===== src/rtl/arith_pkg.sv =====
// Shared constants for the registered arithmetic primitives.
package arith_pkg;

  // Width used when an adder is instantiated without an explicit WIDTH.
  localparam int ADDER_WIDTH_DEFAULT = 4;

  // Supported operand width range.
  localparam int ADDER_WIDTH_MIN = 1;
  localparam int ADDER_WIDTH_MAX = 64;

endpackage


===== src/rtl/ripple_carry_adder_full_adder.sv =====
// Single-bit full adder; one cell of the ripple carry chain.
module full_adder (
  input  logic a,
  input  logic b,
  input  logic cin,
  output logic s,
  output logic cout
);

  logic w_p;

  // Propagate term is shared by the sum bit and the carry-out.
  assign w_p  = a ^ b;
  assign s    = w_p ^ cin;
  assign cout = (a & b) | (cin & w_p);

endmodule


===== src/rtl/ripple_carry_adder.sv =====
// Registered ripple-carry adder: {Cout,Sum} = A + B + Cin, one-cycle latency,
// with signed overflow and a valid strobe travelling alongside the data.
module ripple_carry_adder
  import arith_pkg::*;
#(
  parameter int WIDTH = ADDER_WIDTH_DEFAULT
) (
  input  logic             clk,
  input  logic             rst,
  input  logic             in_valid,
  input  logic [WIDTH-1:0] A,
  input  logic [WIDTH-1:0] B,
  input  logic             Cin,
  output logic [WIDTH-1:0] Sum,
  output logic             Cout,
  output logic             Ovf,
  output logic             out_valid
);

  // w_c[i] is the carry into bit i; w_c[WIDTH] is the carry out of the MSB.
  logic [WIDTH:0]   w_c;
  logic [WIDTH-1:0] w_s;
  logic             w_ovf;

  logic [WIDTH-1:0] r_sum;
  logic             r_cout;
  logic             r_ovf;
  logic             r_vld;

  assign w_c[0] = Cin;

  // Carry ripples strictly LSB to MSB through one cell per bit.
  for (genvar i = 0; i < WIDTH; i++) begin : g_fa
    full_adder u_fa (
      .a    (A[i]),
      .b    (B[i]),
      .cin  (w_c[i]),
      .s    (w_s[i]),
      .cout (w_c[i+1])
    );
  end

  // Signed overflow: carry into MSB differs from carry out of MSB.
  // For WIDTH=1 the carry into the MSB is Cin itself.
  assign w_ovf = w_c[WIDTH] ^ w_c[WIDTH-1];

  // Result registers load only on valid input and hold otherwise;
  // reset wins over a simultaneous valid and discards any in-flight result.
  always_ff @(posedge clk) begin
    if (rst) begin
      r_sum  <= '0;
      r_cout <= 1'b0;
      r_ovf  <= 1'b0;
    end else if (in_valid) begin
      r_sum  <= w_s;
      r_cout <= w_c[WIDTH];
      r_ovf  <= w_ovf;
    end
  end

  // Valid strobe is a one-stage delayed copy of in_valid.
  always_ff @(posedge clk) begin
    if (rst) r_vld <= 1'b0;
    else     r_vld <= in_valid;
  end

  assign Sum       = r_sum;
  assign Cout      = r_cout;
  assign Ovf       = r_ovf;
  assign out_valid = r_vld;

endmodule


===== config.mk =====
export PLATFORM = sky130hd
export DESIGN_NAME = ripple_carry_adder
export DESIGN_NICKNAME = d
export VERILOG_FILES = /design/src/rtl/arith_pkg.sv /design/src/rtl/ripple_carry_adder_full_adder.sv /design/src/rtl/ripple_carry_adder.sv
export SDC_FILE = /design/constraint.sdc
export NUM_CORES = 1
export LEC_CHECK = 0
export CAP_MARGIN = 20
export CELL_PAD_IN_SITES_DETAIL_PLACEMENT = 0
export CELL_PAD_IN_SITES_GLOBAL_PLACEMENT = 1
export CORE_AREA = 5 5 42 44
export CTS_CLUSTER_DIAMETER = 40
export DETAILED_ROUTE_END_ITERATION = 7
export DIE_AREA = 0 0 47 49
export DONT_BUFFER_PORTS = 1
export PLACE_DENSITY = 0.57
export SETUP_SLACK_MARGIN = 0.02
export SYNTH_ARGS = -nofsm -noshare
export SYNTH_HDL_FRONTEND = slang
export SYNTH_SLANG_ARGS = --single-unit

===== constraint.sdc =====
create_clock -name clk -period 2.7 [get_ports clk]
set_input_delay 0.27 -clock clk [delete_from_list [all_inputs] [get_ports clk]]
set_output_delay 0.27 -clock clk [all_outputs]
set_load 0.02 [all_outputs]

==> reports/results.ini <==
[sta]
finalCritPeriodShare_pct = 70.0
worst_pin_slew_ns = 0.269
clock.fmax_mhz = 529
layout_setup_ws_ns = 0.809
setup_viol = 0
drv_slew = 0
fin_crit_ns = 1.89
hold_violations = 0
tns_ns = 0
skew_ns = 0
slew_headroom_pct = 82.0
grt_setup_unrepaired = false

[worst_hold_path]
worstHoldStart = rst
holdPathStages = 1
worstHoldEndpoint = out_valid
hold_class = in2reg

[logic_synthesis]
async_flop_share_pct = 0
yosys_warnings = 0
syn_avg_cell_area_um2 = 11.0
synth_area_leaders = dfxtp_1, fa_1, inv_1, a211oi_1, mux2i_1
ys_seq_elements = 7
synth_nets = 49
synth_top_area_share_pct = 38.8
synthesis.instances = 33
synth-main-ff-cell = dfxtp_1
ys_seq_area_share_pct = 38.8
yosys-top-cells-count = dfxtp_1, inv_1, fa_1
ys_types = 12
synth_top_cell_by_area = dfxtp_1
syn_area_um2 = 362
synth_edf_count = 0

[floorplanning]
ios = 19
core_um2 = 1400
chipHeight_um = 49
fp-row-count = 14
die_w_um = 47
dieArea_um2 = 2300
start_util_pct = 25.8

[placement]
dp_hpwl_um = 557
pre_cts_ws_ns = 0.531
port_buffers = 0
place.gp.congestion = 0.658

[setup_path]
r2r_end = Ovf
timing.rr.start = Ovf
required_ns = 2.86
cp.arrival_ns = 2.05
worstSetupEndpointType = register
cp_common_cell = fa_1
reg2reg_depth = 2
rrSetupSlack_ns = 1.89
critPathKind = in2reg
crit_chain = fa_1 -> inv_1 -> fa_1 -> inv_1 -> fa_1 -> inv_1 -> fa_1 -> a211oi_1
critPathLaunchType = input pin
critPathSlowestCell = fa_1
cpPeakStageDelay_ns = 0.41
cp_max_fo = 2

[power_and_ir_drop]
sequentialPowerShare_pct = 51.6
leakagePower_nw = 0.184
p_per_area_nw_per_um2 = 641
clock_power_share_pct = 36.2
comb_power_share_pct = 12.2
vdd_ir_drop_max_uv = 232
switching_share_pct = 26.6
p_int_uw = 186
power.switching_uw = 67.7

[job]
cap_violations = 0

[drt]
via_count = 219
drt_iter0_drc = 4
drcViolationCount = 0
wire_per_inst_um = 12.0
first_pass_iters = 4
routed_via_density = 4.21
wirelength_um = 625
final_antenna_net_count = 0

[clock_tree]
ctsResizeCount = 0
clock-sinks = 7
clk_latency_ns = 0.24
clockRootBuffer = clkbuf_4
clkSlewWorstSetupHoldPaths_ns = 0.05
h-tree-depth = 1
cts_tree = done
cts_setup_buffers = 0
clockBufferDepth = 2
cts_hold_buf = 0
cts_made_buffers = 3

[grt]
grt-ovfl-total = 0
grt_pass1_vias = 187
grt_use_total_pct = 5.87
busiest_layer = met4
use_met1_pct = 6.01
grt_max_degree = 11
grt_pass1_wl_um = 897
antenna_found_initial = 0
met3_usage_pct = 1.48
grt.met2_usage_pct = 7.69

[outcome]
outcome = finished, final reports clean

[finish]
register_area_um2 = 140
drive_gt1_share_pct = 16.7
syn_to_final_growth_pct = 9.69
nFillCells = 154
final_core_util_pct = 28.3
antennaDiodeCount = 0
multi_input_area_um2 = 184
finalNetCount = 53

-- sequential cells by signal (all words and copies together) (netlist names) --
register,cells
Cout,1
Ovf,1
Sum,4
out_valid,1
-- worst max-delay path: cells and delay by family --
kind                       cells  cell delay (ns)
adders and majority gates      4             1.34
buffers and inverters          3             0.20
AOI/OAI and AO/OA              1             0.23
-- stage by stage --
stage                     cell area (µm²)  std cells  hold WS [ns]  power [mW]
after floorplan                       362         33         0.338       0.162
after global placement                370         48         0.340       0.164
after detailed placement              370         48         0.345       0.166
after CTS                             397         52        0.0819       0.260
after global routing                  397         52        0.0731       0.272
final                                 397         52        0.0882       0.254
-- cells by family (layout without fill, tap and decap cells) --
group	after synthesis	after routing	synth area share, %
multiplexers	2	2	5.54
XOR/XNOR	1	1	2.42
AND/OR/NAND/NOR	7	7	12.5
AO/OA/AOI/OAI	4	4	8.30
buffers and inverters	8	11	10.4
flip-flops	7	7	38.8
adder cells (fa/ha/maj)	4	4	22.1
-- power by group through the flow --
stage	Combinational [mW]	Sequential [mW]	Clock [mW]
after floorplan	0.0303	0.131	0
after detailed placement	0.0318	0.134	0
after CTS	0.0319	0.132	0.0958
after global placement	0.0303	0.134	0
final	0.0309	0.131	0.0921
after global routing	0.0357	0.132	0.104
-- area by class of cell --
| cell class | instances | area share, % |
|---|---|---|
| Tap cell | 16 | 5.05 |
| Inverter | 7 | 6.62 |
| Sequential cell | 7 | 35.3 |
| Clock buffer | 4 | 6.62 |
| Multi-Input combinational cell | 18 | 46.4 |
-- cells in the final DEF, fill, tap and decap left out, drive strengths merged --
cell and n:
dfxtp 7, inv 7, nor2 5, fa 4
clkbuf 4, a211oi 3, mux2i 2, nor2b 1
xnor2 1, nor3b 1, a21o 1
-- layer usage --
metal / up-vias / share of wire, %
met5: - / 0
met4: 0 / 3.0
met3: 2 / 9.4
met2: 12 / 52
met1: 98 / 35
li1: 107 / -
-- worst max path at each step --
| stage | endpoint | depth (start not counted) | from | slack (ns) |
|---|---|---|---|---|
| 6_report | Sum[3] | 8 | A[0] | 0.81 |
| 5_1_grt | Sum[3] | 8 | A[0] | 0.73 |
| 4_1_cts | Sum[3] | 8 | A[0] | 0.79 |
| 3_5_place_dp | Sum[3] | 8 | A[0] | 0.53 |
| 3_3_place_gp | Sum[3] | 8 | A[0] | 0.57 |
| 2_1_floorplan | Sum[3] | 8 | A[0] | 0.63 |
Note: power is estimated with default switching activity, not from simulation.
